[config.mk]
export PLATFORM = sky130hd
export DESIGN_NAME = mul_div_sequencer
export DESIGN_NICKNAME = d
export VERILOG_FILES = /design/src/rtl/mul_div_sequencer.sv
export SDC_FILE = /design/constraint.sdc
export NUM_CORES = 1
export LEC_CHECK = 0
export BUFFER_PORTS_ARGS = -buffer_cell sky130_fd_sc_hd__buf_4
export CORE_UTILIZATION = 41
export DETAILED_ROUTE_END_ITERATION = 16
export HOLD_SLACK_MARGIN = 0.12
export PLACE_DENSITY = 0.82
export SYNTH_ARGS = -nofsm -noshare
export SYNTH_HDL_FRONTEND = slang
export SYNTH_SLANG_ARGS = --single-unit
[constraint.sdc]
create_clock -name clk -period 1.5 [get_ports clk]
set_clock_uncertainty 0.05 [all_clocks]
set_input_delay 0.15 -clock clk [delete_from_list [all_inputs] [get_ports clk]]
set_output_delay 0.15 -clock clk [all_outputs]
set_load 0.01 [all_outputs]
[src/rtl/mul_div_sequencer.sv]
// Registered operand/result sequencer wrapped around a combinational signed multiplier/divider.
// Latency SETTLE+1 edges after the start edge (0 extra edges for divide-by-zero); result held until out_ready.
module mul_div_sequencer #(
   parameter int n      = 4,
   parameter int SETTLE = 1
) (
   input  logic                clk,
   input  logic                rst_n,
   input  logic                start,
   input  logic                op_sel,
   input  logic signed [n:0]   a_in,
   input  logic signed [n:0]   b_in,
   input  logic signed [n+2:0] md_result,
   input  logic                out_ready,
   output logic signed [n:0]   md_x,
   output logic signed [n:0]   md_y,
   output logic                md_sel,
   output logic                busy,
   output logic                res_valid,
   output logic signed [n+2:0] res_out,
   output logic                div_by_zero
);

   localparam int CW = (SETTLE > 1) ? $clog2(SETTLE) : 1;

   typedef enum logic [1:0] {
      ST_IDLE,
      ST_SETTLE,
      ST_CAPTURE,
      ST_HOLD
   } state_t;

   state_t              state_q, state_d;
   logic [CW-1:0]       cnt_q, cnt_d;
   logic signed [n:0]   md_x_q, md_x_d;
   logic signed [n:0]   md_y_q, md_y_d;
   logic                md_sel_q, md_sel_d;
   logic                busy_q, busy_d;
   logic                res_valid_q, res_valid_d;
   logic signed [n+2:0] res_out_q, res_out_d;
   logic                div_by_zero_q, div_by_zero_d;

   always_comb begin
      state_d       = state_q;
      cnt_d         = cnt_q;
      md_x_d        = md_x_q;
      md_y_d        = md_y_q;
      md_sel_d      = md_sel_q;
      res_valid_d   = res_valid_q;
      res_out_d     = res_out_q;
      div_by_zero_d = div_by_zero_q;

      case (state_q)
         ST_IDLE: begin
            if (start) begin
               md_x_d        = a_in;
               md_y_d        = b_in;
               md_sel_d      = op_sel;
               div_by_zero_d = 1'b0;
               // Zero divisor never reaches the divider's result path
               if (op_sel && (b_in == '0)) begin
                  res_out_d     = '0;
                  div_by_zero_d = 1'b1;
                  res_valid_d   = 1'b1;
                  state_d       = ST_HOLD;
               end else begin
                  cnt_d   = CW'(SETTLE - 1);
                  state_d = ST_SETTLE;
               end
            end
         end
         ST_SETTLE: begin
            if (cnt_q == '0) begin
               state_d = ST_CAPTURE;
            end else begin
               cnt_d = cnt_q - 1'b1;
            end
         end
         ST_CAPTURE: begin
            res_out_d   = md_result;
            res_valid_d = 1'b1;
            state_d     = ST_HOLD;
         end
         ST_HOLD: begin
            if (out_ready) begin
               res_valid_d = 1'b0;
               state_d     = ST_IDLE;
            end
         end
         default: state_d = ST_IDLE;
      endcase

      busy_d = (state_d != ST_IDLE);
   end

   always_ff @(posedge clk or negedge rst_n) begin
      if (!rst_n) begin
         state_q       <= ST_IDLE;
         cnt_q         <= '0;
         md_x_q        <= '0;
         md_y_q        <= '0;
         md_sel_q      <= 1'b0;
         busy_q        <= 1'b0;
         res_valid_q   <= 1'b0;
         res_out_q     <= '0;
         div_by_zero_q <= 1'b0;
      end else begin
         state_q       <= state_d;
         cnt_q         <= cnt_d;
         md_x_q        <= md_x_d;
         md_y_q        <= md_y_d;
         md_sel_q      <= md_sel_d;
         busy_q        <= busy_d;
         res_valid_q   <= res_valid_d;
         res_out_q     <= res_out_d;
         div_by_zero_q <= div_by_zero_d;
      end
   end

   assign md_x        = md_x_q;
   assign md_y        = md_y_q;
   assign md_sel      = md_sel_q;
   assign busy        = busy_q;
   assign res_valid   = res_valid_q;
   assign res_out     = res_out_q;
   assign div_by_zero = div_by_zero_q;

endmodule

[Word level (Yosys, flattened, before mapping)]
Cells that the tools add are included.
Storage, ports and cells
  memory bits (read-only): 0
  logic and storage cells: 45
  memories kept: 0
  bits in latches: 0
  bits of input ports: 22
  memory bits (writable): 0
  register bits after elaboration: 24
Cells by class
  divide/modulo/power cells: 0
  $mul: 0
  add/sub/neg operators: 1
  reductions and logical operators: 11
  bitwise logic cells: 0
  equal/unequal tests: 7
  shift-type cells: 0
  order comparisons: 0
  multiplexer cells: 17
Operator list (number)
  two-way mux 7 bit: 2
  one-hot mux 7 bit (2 select lines): 1
  two-way mux 2 bit: 4
  != test 2 bit, second input constant: 4
  one-hot mux 2 bit (4 select lines): 1
  two-way mux 1 bit: 7
  AND reduction 3 bit: 2
  nonzero test 2 bit: 3
  zero test 5 bit: 1
  equality test 2 bit, second input constant: 2
  AND reduction 4 bit: 1
  one-hot mux 1 bit (3 select lines): 1
  nonzero test 3 bit: 1
  equality test 2 x 1 -> 1 bit, second input constant: 1
  zero test 2 bit: 1
  one-hot mux 1 bit (2 select lines): 1
  AND reduction 2 bit: 1
  logical AND 1 bit: 1
  subtractor 1 bit, second input constant: 1

[Longest topological paths before layout]
Gate-level depths: netlist of run 1.
  depth in word-level cells: 6
  gate-level depth with buffers: 4
  gate-level depth less buffers: 3

[Worst setup path before layout of run 1]
Ideal clock, no wire load.
  path type: flip-flop to flip-flop
  from: register state_q[1]
  to: register md_sel_q (netlist: md_sel)
  arrival time: 1311 ps
  stages on the path, launching flop included: 4
  required time: 1325 ps
  period minus slack after synthesis: 1486 ps
  slack: 14 ps
  buffers on the path: 1
  cell sequence: dfrtp_1 > nor3b_1 > buf_2 > mux2_2
Between the ends
  longest elaborated chain between the ends: 2
RTL lines
  start: declaration: RTL line 33  | state_t state_q, state_d;
  start signal: assignment: RTL line 108  | state_q <= state_d;
  zero test 2 bit: RTL line 53  | case (state_q)
  AND reduction 2 bit (no line)
  end signal: assignment: RTL line 112  | md_sel_q <= md_sel_d;
  end: declaration: RTL line 37  | logic md_sel_q, md_sel_d;
Every way passes these cells.
A chain may end at the register's enable or synchronous reset.

[Worst setup path after layout of run 1]
  from: input start
  to: register md_y_q[4] (netlist: md_y[4])
Between the ends
  longest elaborated chain between the ends: 1
RTL lines
  start: declaration: RTL line 9  | input logic start,
  AND reduction 2 bit (no line)
  end signal: assignment: RTL line 111  | md_y_q <= md_y_d;
  end: declaration: RTL line 36  | logic signed [n:0] md_y_q, md_y_d;
Every way passes these cells.

==> results of run 1 <==
## Yosys cell counts
cell / n
sky130_fd_sc_hd__a21boi_0: 1
sky130_fd_sc_hd__a21oi_1: 2
sky130_fd_sc_hd__a22oi_1: 7
sky130_fd_sc_hd__buf_2: 1
sky130_fd_sc_hd__clkbuf_1: 3
sky130_fd_sc_hd__dfrtp_1: 23
sky130_fd_sc_hd__inv_1: 1
sky130_fd_sc_hd__mux2_2: 12
sky130_fd_sc_hd__nand2b_1: 7
sky130_fd_sc_hd__nand3_1: 1
sky130_fd_sc_hd__nor2b_1: 1
sky130_fd_sc_hd__nor3_1: 1
sky130_fd_sc_hd__nor3b_1: 1
sky130_fd_sc_hd__nor4b_4: 1
sky130_fd_sc_hd__o21ai_0: 7
sky130_fd_sc_hd__o31a_1: 1
sky130_fd_sc_hd__o31a_2: 1
sky130_fd_sc_hd__o32a_2: 1
sky130_fd_sc_hd__or4b_4: 1
## layout by cell type (no fill, tap or decap), types with 2 or more instances in the layout
cell type | synthesis | final
sky130_fd_sc_hd__buf_4 | 0 | 46
sky130_fd_sc_hd__dfrtp_1 | 23 | 23
sky130_fd_sc_hd__dlygate4sd3_1 | 0 | 21
sky130_fd_sc_hd__mux2_2 | 12 | 12
sky130_fd_sc_hd__nand2b_1 | 7 | 7
sky130_fd_sc_hd__a22oi_1 | 7 | 7
sky130_fd_sc_hd__o21ai_0 | 7 | 7
sky130_fd_sc_hd__clkbuf_4 | 0 | 3
sky130_fd_sc_hd__a21oi_1 | 2 | 2
## final timing paths
kind                       startpoint           to
max                             start      md_y[4]
min                             rst_n  div_by_zero
max reg2reg                state_q[1]      md_y[4]
min reg2reg                   md_x[0]      md_x[0]
max in group asynchronous       rst_n      md_y[3]
min in group clk              b_in[4]  div_by_zero
## timing repair
action / CTS / global route
hold buffers: 21 / 0
setup endpoints to repair: 0 / 1
hold endpoints to repair: 43 / 0
gates resized for setup: 0 / 1
## report_power, final
part           switching, mW  internal [mW]
logic                  0.557          0.764
registers              0.192          0.926
clock network          0.174          0.104
## kinds of logic after synthesis
| logic type | after synthesis | synth area share [%] |
|---|---|---|
| buf+inv | 5 | 2.06 |
| flops | 23 | 59.3 |
| mux | 12 | 13.9 |
| compound gates | 20 | 13.9 |
| simple gates | 13 | 10.8 |
## metal layers
layer  up-vias  GRT usage [%]
met2        37           35.8
met5         -              0
li1        403              -
met3         4           2.73
met1       408           24.3
met4         0           7.87
## registers in the layout (all words and copies together), names as in the netlist
register,count
res_out,7
res_valid,1
md_sel,1
div_by_zero,1
md_x,5
busy,1
state_q,2
md_y,5
## area by class of cell
cell class	count	area, um^2	share of cell area, %
clock buffers	4	26.3	1.66
inverters	1	3.75	0.238
multi-input cells	45	383	24.2
flip-flops and latches	23	576	36.5
well taps	28	35.0	2.22
repair buffers	67	556	35.2
## worst reg2reg max path, cell delays in order (launching register included)
cell	delay, ps
sky130_fd_sc_hd__dfrtp_1	410
sky130_fd_sc_hd__nor3b_2	190
sky130_fd_sc_hd__buf_4	230
sky130_fd_sc_hd__mux2_2	370
## through the flow
| step | utilization [%] | instances |
|---|---|---|
| finish | 71.4 | 168 |
| detailed placement | 60.6 | 143 |
| CTS | 71.3 | 168 |
| floorplan | - | 73 |
| global route | 71.4 | 168 |
| global placement | 60.6 | 143 |
==> out/metrics.yaml, run 1 <==
run_status:
  status: "finished, final reports clean"
detailed_routing:
  antenna_violating_nets_post_route: 0
  routed_wl_mm: 2.27
  drt_pre_antenna_iters: 4
  wl_met2_mm: 1.18
  detailedRoute.firstIterationViolations: 16
  wl_met3_um: 123
  routed.top_layer: "met4"
  drt-wirelength-per-cell_um: 13.5
  drc_errors: 0
  avgViaCountPerCell: 5.07
  vias: 852
  wl_met1_um: 930
final_layout:
  final.fill_count: 163
  diodes: 0
  nNetsFinal: 163
  layout-drive-gt1-share_pct: 47.9
  syn2layout_area_growth_pct: 62.6
  design_area_um2: 1580
die:
  rows: 17
  fp.dieH_um: 50.7
  number_of_primary_i_o_pins: 43
  initial_utilization_pct: 43.9
  die_w_um: 50.7
  placeableCoreArea_um2: 2210
  design.die.area_um2: 2570
timing:
  final-setup-viol-count: 0
  rsz0062_at_grt: "false"
  finalHoldViolations: 0
  worst_pin_slew_ps: 290
  worst_slew_slack_as_a_fraction_of_its_limit_pct: 80.7
  fmax_ghz: 0.703
  worst_hold_slack_ps: 210
  final_min_period_over_clock_period_pct: 94.8
  finalWorstPathRequiredPeriod_ps: 1420
  total_negative_setup_slacks_ps: 0
  finalWorstSetupSlack_ps: 78.5
  finalMaxSlewViolations: 0
clocking:
  cts-root-to-sink-buffers: 2
  postCtsSetupBuffers: 0
  clock_sink_count: 23
  root_buffer: "sky130_fd_sc_hd__clkbuf_4"
  path_clk_slew_ps: 120
  cts_inserted_buffers: 3
  tritoncts: "done"
  worst_skew_pair.late_latency_ps: 300
  htreeDepth: 1
place:
  detailedPlace.worstSlack_ps: -20.3
  globalplace.congestion: 0.720
  dpl.hpwl_mm: 1.50
  placement.io_buffers: 42
  place_area_um2: 1340
yosys:
  synth.largest_area_cell: "sky130_fd_sc_hd__dfrtp_1"
  synth.lib_cells_used.distinct: 19
  part_of_the_yosys_area_used_for_sequential_elements_pct: 59.3
  synthesis.nets: 95
  syn-instance-count: 73
  syn-cell-area_um2: 971
  yosys-top-cells-area: "sky130_fd_sc_hd__dfrtp_1 59%, sky130_fd_sc_hd__mux2_2 14%, sky130_fd_sc_hd__a22oi_1 5.4%, sky130_fd_sc_hd__nand2b_1 4.5%, sky130_fd_sc_hd__o21ai_0 3.6%"
  syn_area_per_cell_um2: 13.3
  yosysWarningCount: 0
  synthDominantCellAreaShare_pct: 59.3
  synth-seq-cells: 23
critical_path:
  worst-setup-path-type: "in2reg"
  worst-r2r-setup-slack_ps: 160
  worst_path_dominant_cell_family: "buffers and inverters"
  crit_chain: "dlygate4sd3_1 -> buf_4 -> nor3b_2 -> buf_4 -> mux2_2"
  critPathBufInv: 3
  arrival_ps: 1570
  cp.depth: 5
  reg2reg_depth: 3
  cpMostUsedCell: "sky130_fd_sc_hd__buf_4"
  setup.worst_path.start_class: "input pin"
  endpoint_kind: "register"
  critical-path-max-stage-delay_ps: 530
  critical-path-slowest-cell: "sky130_fd_sc_hd__dlygate4sd3_1"
  worst_ep_required_time_ps: 1640
  cp_max_fo: 12
grt:
  maximum_number_of_pins_on_one_net_before_global_route_repair: 24
  grt_first_pass_wirelength_mm: 3.80
  global_route.overflow_total: 0
  grt_util_all_layers_pct: 20.1
  grt_pass1_vias: 900
  grt_antenna_before_repair: 0
power:
  power_density_nw_per_um2: 1720
  total_power_mw: 2.72
  worst_ir_drop_on_vdd_v: 0.00106
  cellLeakagePower_nw: 0.719
min_path:
  hold_path.class: "in2async"
run:
  drv.max_cap_violation_count: 0
Note: power is estimated with default switching activity, not from simulation.
==> run 2: changes to the inputs <==
Settings changed: MAX_ROUTING_LAYER from default to met4.
==> run 2 against run 1 <==
Net effect:
- critical path depth did not move
- power is essentially flat
- sequential cell count unchanged
- combinational power barely moved
- wire length barely moved
- register-to-register slack about the same
- clock power about the same
- sequential share of layout area stayed put
- count of clock-buffer cells in the layout did not move
- critical path type unchanged
- critical endpoint unchanged
==> out/metrics.yaml, run 2 (synthesis results as in run 1) <==
die:
  number_of_primary_i_o_pins: 43  # unchanged
  die_w_um: 50.7  # unchanged
  rows: 17  # unchanged
  design.die.area_um2: 2570  # unchanged
  fp.dieH_um: 50.7  # unchanged
  placeableCoreArea_um2: 2210  # unchanged
  initial_utilization_pct: 43.9  # unchanged
detailed_routing:
  vias: 854  # +0.23%
  drt_pre_antenna_iters: 4  # unchanged
  detailedRoute.firstIterationViolations: 17  # +1
  drc_errors: 0  # unchanged
  antenna_violating_nets_post_route: 0  # unchanged
  drt-wirelength-per-cell_um: 13.5  # about the same
  avgViaCountPerCell: 5.08  # +0.23%
  routed_wl_mm: 2.27  # about the same
final_layout:
  final_std_cells_w_o_fill: 168  # unchanged
  final_core_utilization_pct: 71.4  # unchanged
  largest_register_ffs: 7  # unchanged
  mostFrequentLayoutCells: "46 x sky130_fd_sc_hd__buf_4, 23 x sky130_fd_sc_hd__dfrtp_1, 21 x sky130_fd_sc_hd__dlygate4sd3_1"
  diodes: 0  # unchanged
  mostFrequentLayoutCell: "sky130_fd_sc_hd__buf_4"
  final.fill_count: 163  # unchanged
  layout-drive-gt1-share_pct: 47.9  # unchanged
  nNetsFinal: 163  # unchanged
  syn2layout_area_growth_pct: 62.6  # unchanged
timing:
  rsz0062_at_grt: "false"
  finalHoldViolations: 0  # unchanged
  worst_slew_slack_as_a_fraction_of_its_limit_pct: 80.7  # about the same
  finalWorstSetupSlack_ps: 78.4  # -0.0825 ps
  worst_pin_slew_ps: 290  # -0.0379 ps
  final-setup-viol-count: 0  # unchanged
  finalMaxSlewViolations: 0  # unchanged
  finalWorstPathRequiredPeriod_ps: 1420  # +0.0825 ps
  final_min_period_over_clock_period_pct: 94.8  # about the same
  fmax_ghz: 0.703  # about the same
  worst_hold_slack_ps: 213  # +2.69 ps
place:
  detailedPlace.worstSlack_ps: -20.3  # unchanged
  globalplace.congestion: 0.728  # +1.2%
  dpl.hpwl_mm: 1.50  # unchanged
  placement.io_buffers: 42  # unchanged
  placed_cells_incl_taps: 143  # unchanged
run:
  drv.max_cap_violation_count: 0  # unchanged
clocking:
  tritoncts: "done"
  cts_inserted_buffers: 3  # unchanged
  clock_sink_count: 23  # unchanged
  root_buffer: "sky130_fd_sc_hd__clkbuf_4"
  path_clk_slew_ps: 120  # about the same
  htreeDepth: 1  # unchanged
  cts-root-to-sink-buffers: 2  # unchanged
  worst_skew_pair.late_latency_ps: 300  # about the same
critical_path:
  setup.worst_path.start_class: "input pin"
  endpoint_kind: "register"
  worst-r2r-setup-slack_ps: 160  # about the same
  reg2reg_depth: 3  # unchanged
  startpoint: "start"
  worst_ep_required_time_ps: 1640  # about the same
  capture_point_of_the_worst_path: "md_y[4]"
  cp_max_fo: 12  # unchanged
  worst-setup-path-type: "in2reg"
  r2r-end: "md_y[4]"
  arrival_ps: 1570  # about the same
  reg2reg_from: "state_q[1]"
power:
  total_power_mw: 2.72  # about the same
  cellLeakagePower_nw: 0.719  # unchanged
  power_density_nw_per_um2: 1720  # about the same
  worst_ir_drop_on_vdd_v: 0.00106  # -0.12%
grt:
  grt_pass1_vias: 900  # unchanged
  grt_first_pass_wirelength_mm: 3.80  # unchanged
  grt_antenna_before_repair: 0  # unchanged
  maximum_number_of_pins_on_one_net_before_global_route_repair: 24  # unchanged
  grt_util_all_layers_pct: 20.7  # +0.56 points
  global_route.overflow_total: 0  # unchanged
run_status:
  status: "finished, final reports clean"
min_path:
  hold_path.class: "in2async"
run 2: area by class of cell:
| cell class | count | area [um^2] | area share [%] |
|---|---|---|---|
| inverters | 1 | 3.75 | 0.238 |
| flip-flops and latches | 23 | 576 | 36.5 |
| multi-input cells | 45 | 383 | 24.2 |
| well taps | 28 | 35.0 | 2.22 |
| clock buffers | 4 | 26.3 | 1.66 |
| repair buffers | 67 | 556 | 35.2 |
run 2: stage by stage:
stage | area, um^2 | TNS [ps]
2_1_floorplan | 971 | 0
3_3_place_gp | 1340 | 0
3_5_place_dp | 1340 | -44.1
4_1_cts | 1580 | 0
5_1_grt | 1580 | 0
6_report | 1580 | 0
run 2: repair_timing:
item	CTS	global route
endpoints found under the hold margin	43	0
hold buffers	21	0
gates resized for setup	0	1
setup endpoints to repair	0	1
buffers inserted	0	0
run 2: critical path, stage by stage:
cell and delay (ps):
sky130_fd_sc_hd__dlygate4sd3_1 530, sky130_fd_sc_hd__buf_4 130, sky130_fd_sc_hd__nor3b_2 160, sky130_fd_sc_hd__buf_4 220, sky130_fd_sc_hd__mux2_2 360
run 2: worst min path at each step:
| stage | end | slack [ps] | cells after the start |
|---|---|---|---|
| global route | div_by_zero | 240 | 2 |
| detailed placement | res_out[0] | 7 | 1 |
| CTS | res_out[2] | 220 | 2 |
| global placement | res_out[0] | 3 | 1 |
| floorplan | busy | -200 | 0 |
| finish | div_by_zero | 210 | 2 |
run 2: layer usage:
layer / global-route usage (%) / vias up / wire, um
li1: - / 402 / -
met4: 7.87 / 0 / 30
met3: 2.73 / 4 / 120
met1: 24.3 / 413 / 921
met5: - / - / 0
met2: 35.8 / 35 / 1190
run 2: report_power, final:
| group | switching [mW] | internal (mW) |
|---|---|---|
| Clock | 0.172 | 0.104 |
| Combinational | 0.557 | 0.764 |
| Sequential | 0.193 | 0.926 |
==> run 3: changes to the inputs <==
Settings changed: CORE_UTILIZATION 41 to 49, PLACE_DENSITY 0.82 to 0.91.
Clock period 1.5 ns to 1.8 ns, I/O delays scaled along.
==> run 3 against run 2 <==
Net effect:
- die area fell by 16%
- sequential cell count did not move
- register-to-register slack improved by 160 ps
- clock power fell by 16%
- critical path type is now reg2reg
- cell area rose by 0.24%
- non-clock buffer count rose by 1
- utilization rose by 17 points
- combinational power fell by 11%
- sequential share of layout area fell by 0.087 points
- setup slack improved by 250 ps
- cell count fell by 1.2%
- highest routed layer unchanged
- wire length rose by 39%
==> out/metrics.yaml, run 3 (synthesis results as in run 1) <==
clocking:
  cts_inserted_buffers: 3  # unchanged
  clock_sink_count: 23  # unchanged
  worst_skew_pair.late_latency_ps: 300  # about the same
  path_clk_slew_ps: 120  # about the same
  tritoncts: "done"
  htreeDepth: 1  # unchanged
  cts-root-to-sink-buffers: 2  # unchanged
  root_buffer: "sky130_fd_sc_hd__clkbuf_4"
timing:
  finalMaxSlewViolations: 0  # unchanged
  fmax_ghz: 0.677
  finalHoldViolations: 0  # unchanged
  rsz0062_at_grt: "false"
  total_negative_setup_slacks_ps: 0  # unchanged
  finalWorstPathRequiredPeriod_ps: 1480
  worst_slew_slack_as_a_fraction_of_its_limit_pct: 67.8  # -13 points
  final-setup-viol-count: 0  # unchanged
  final_min_period_over_clock_period_pct: 82.0
  worst_pin_slew_ps: 482  # +192 ps
die:
  fp.dieH_um: 46.5  # -8.2%
  number_of_primary_i_o_pins: 43  # unchanged
  design.die.area_um2: 2160  # -16%
  initial_utilization_pct: 54.5  # +11 points
  rows: 15  # -2
  die_w_um: 46.5  # -8.2%
  placeableCoreArea_um2: 1780  # -19%
detailed_routing:
  routed_wl_mm: 3.15  # +39%
  drc_errors: 0  # unchanged
  routed.top_layer: "met4"
  drt_pre_antenna_iters: 4  # unchanged
  wl_met3_um: 249  # +110%
  vias: 894  # +4.7%
  wl_met1_mm: 1.18  # +28%
  wl_met2_mm: 1.64  # +38%
  avgViaCountPerCell: 5.39  # +5.9%
  detailedRoute.firstIterationViolations: 19  # +2
  antenna_violating_nets_post_route: 0  # unchanged
  drt-wirelength-per-cell_um: 19.0  # +41%
power:
  cellInternalPower_mw: 1.49  # -17%
  worst_ir_drop_on_vdd_v: 0.000973  # -7.8%
  switching_power_mw: 0.869  # -5.7%
  total_power_mw: 2.36  # -13%
  power_frac_seq_pct: 40.6  # -0.6 points
  power_density_nw_per_um2: 1490  # -13%
  combinational_share_of_power_pct: 49.6  # +1.0 points
  fraction_of_power_spent_switching_nets_pct: 36.8  # +2.8 points
  clockPowerShare_pct: 9.8  # -0.4 points
  cellLeakagePower_nw: 0.732  # +1.8%
final_layout:
  largest_register_ffs: 7  # unchanged
  syn2layout_area_growth_pct: 63.0
  final.fill_count: 78  # -52%
  mostFrequentLayoutCells: "47 x sky130_fd_sc_hd__buf_4, 23 x sky130_fd_sc_hd__dfrtp_1, 20 x sky130_fd_sc_hd__dlygate4sd3_1"
  nNetsFinal: 164  # +0.61%
  diodes: 0  # unchanged
  final-seq-area_um2: 576  # unchanged
  design_area_um2: 1580  # +0.24%
  layout-drive-gt1-share_pct: 47.5  # -0.34 points
  mostFrequentLayoutCell: "sky130_fd_sc_hd__buf_4"
  multi_input_area_um2: 380  # -0.65%
grt:
  grt_first_pass_wirelength_mm: 4.40  # +16%
  grt_pass1_vias: 914  # +1.6%
  global_route.overflow_total: 0  # unchanged
  grt_util_all_layers_pct: 31.5  # +11 points
  maximum_number_of_pins_on_one_net_before_global_route_repair: 24  # unchanged
  grt_antenna_before_repair: 0  # unchanged
critical_path:
  worst-setup-path-type: "reg2reg"
  cp_max_fo: 14  # +2
  arrival_ps: 1640  # +70 ps
  setup.worst_path.start_class: "register"
  worst_ep_required_time_ps: 1960  # +320 ps
  endpoint_kind: "register"
place:
  placement.io_buffers: 42  # unchanged
  dpl.hpwl_mm: 1.50  # about the same
  globalplace.congestion: 0.749  # +2.9%
  place_area_um2: 1330  # -0.84%
min_path:
  hold_path.class: "in2async"
run_status:
  status: "finished, final reports clean"
run:
  drv.max_cap_violation_count: 0  # unchanged
-- run 3: power by group through the flow --
stage / Sequential, mW / Clock (mW) / Combinational, mW
2_1_floorplan: 1.04 / 0 / 0.434
3_3_place_gp: 0.924 / 0 / 1.03
3_5_place_dp: 0.939 / 0 / 1.07
4_1_cts: 0.929 / 0.234 / 1.11
5_1_grt: 0.984 / 0.252 / 1.26
6_report: 0.958 / 0.232 / 1.17
-- run 3: repair_timing --
| item | 4_1_cts | 5_1_grt |
|---|---|---|
| resized for setup | 0 | 1 |
| setup buffers | 0 | 2 |
| setup endpoints to repair | 0 | 9 |
| hold buffers | 21 | 0 |
| endpoints found under the hold margin | 43 | 0 |
-- run 3: area by class of cell --
type,count,area share (%)
Multi-Input combinational cell,45,24.0
Clock buffer,4,1.66
Tap cell,25,1.98
Inverter,1,0.237
Timing Repair Buffer,68,35.7
Sequential cell,23,36.4
-- run 3: worst max-delay path, cell delays in order (launching register included) --
cell	delay [ps]
sky130_fd_sc_hd__dfrtp_1	390
sky130_fd_sc_hd__buf_4	190
sky130_fd_sc_hd__nor2b_1	440
sky130_fd_sc_hd__a22oi_1	190
sky130_fd_sc_hd__o21ai_0	140
-- run 3: path summary, 6_finish.rpt --
| check | cells past startpoint | slack (ps) | end | start |
|---|---|---|---|---|
| min in group clk | 3 | 300 | md_sel | op_sel |
| worst max-delay path | 4 | 320 | res_out[4] | state_q[1] |
| worst min-delay path | 2 | 240 | res_out[2] | rst_n |
| worst max register to register | 4 | 320 | res_out[4] | state_q[1] |
| worst min register to register | 1 | 490 | md_y[3] | md_y[3] |
| max in group asynchronous | 2 | 1240 | md_x[4] | rst_n |
-- run 3: metrics by stage --
stage               cells  hold WS (ps)  worst slack (ps)  util (%)
floorplan              73          -166               314         -
global route          166           263               189      88.8
global placement      139          32.0               204      74.5
finish                166           241               324      88.8
detailed placement    139          35.0               116      74.5
CTS                   164           252              15.4      87.8
-- run 3: per-layer routing --
layer  up-vias  track usage (%)
met2        55             56.1
met4         0             8.24
met5         -                -
li1        405                -
met3        10             7.06
met1       424             34.9
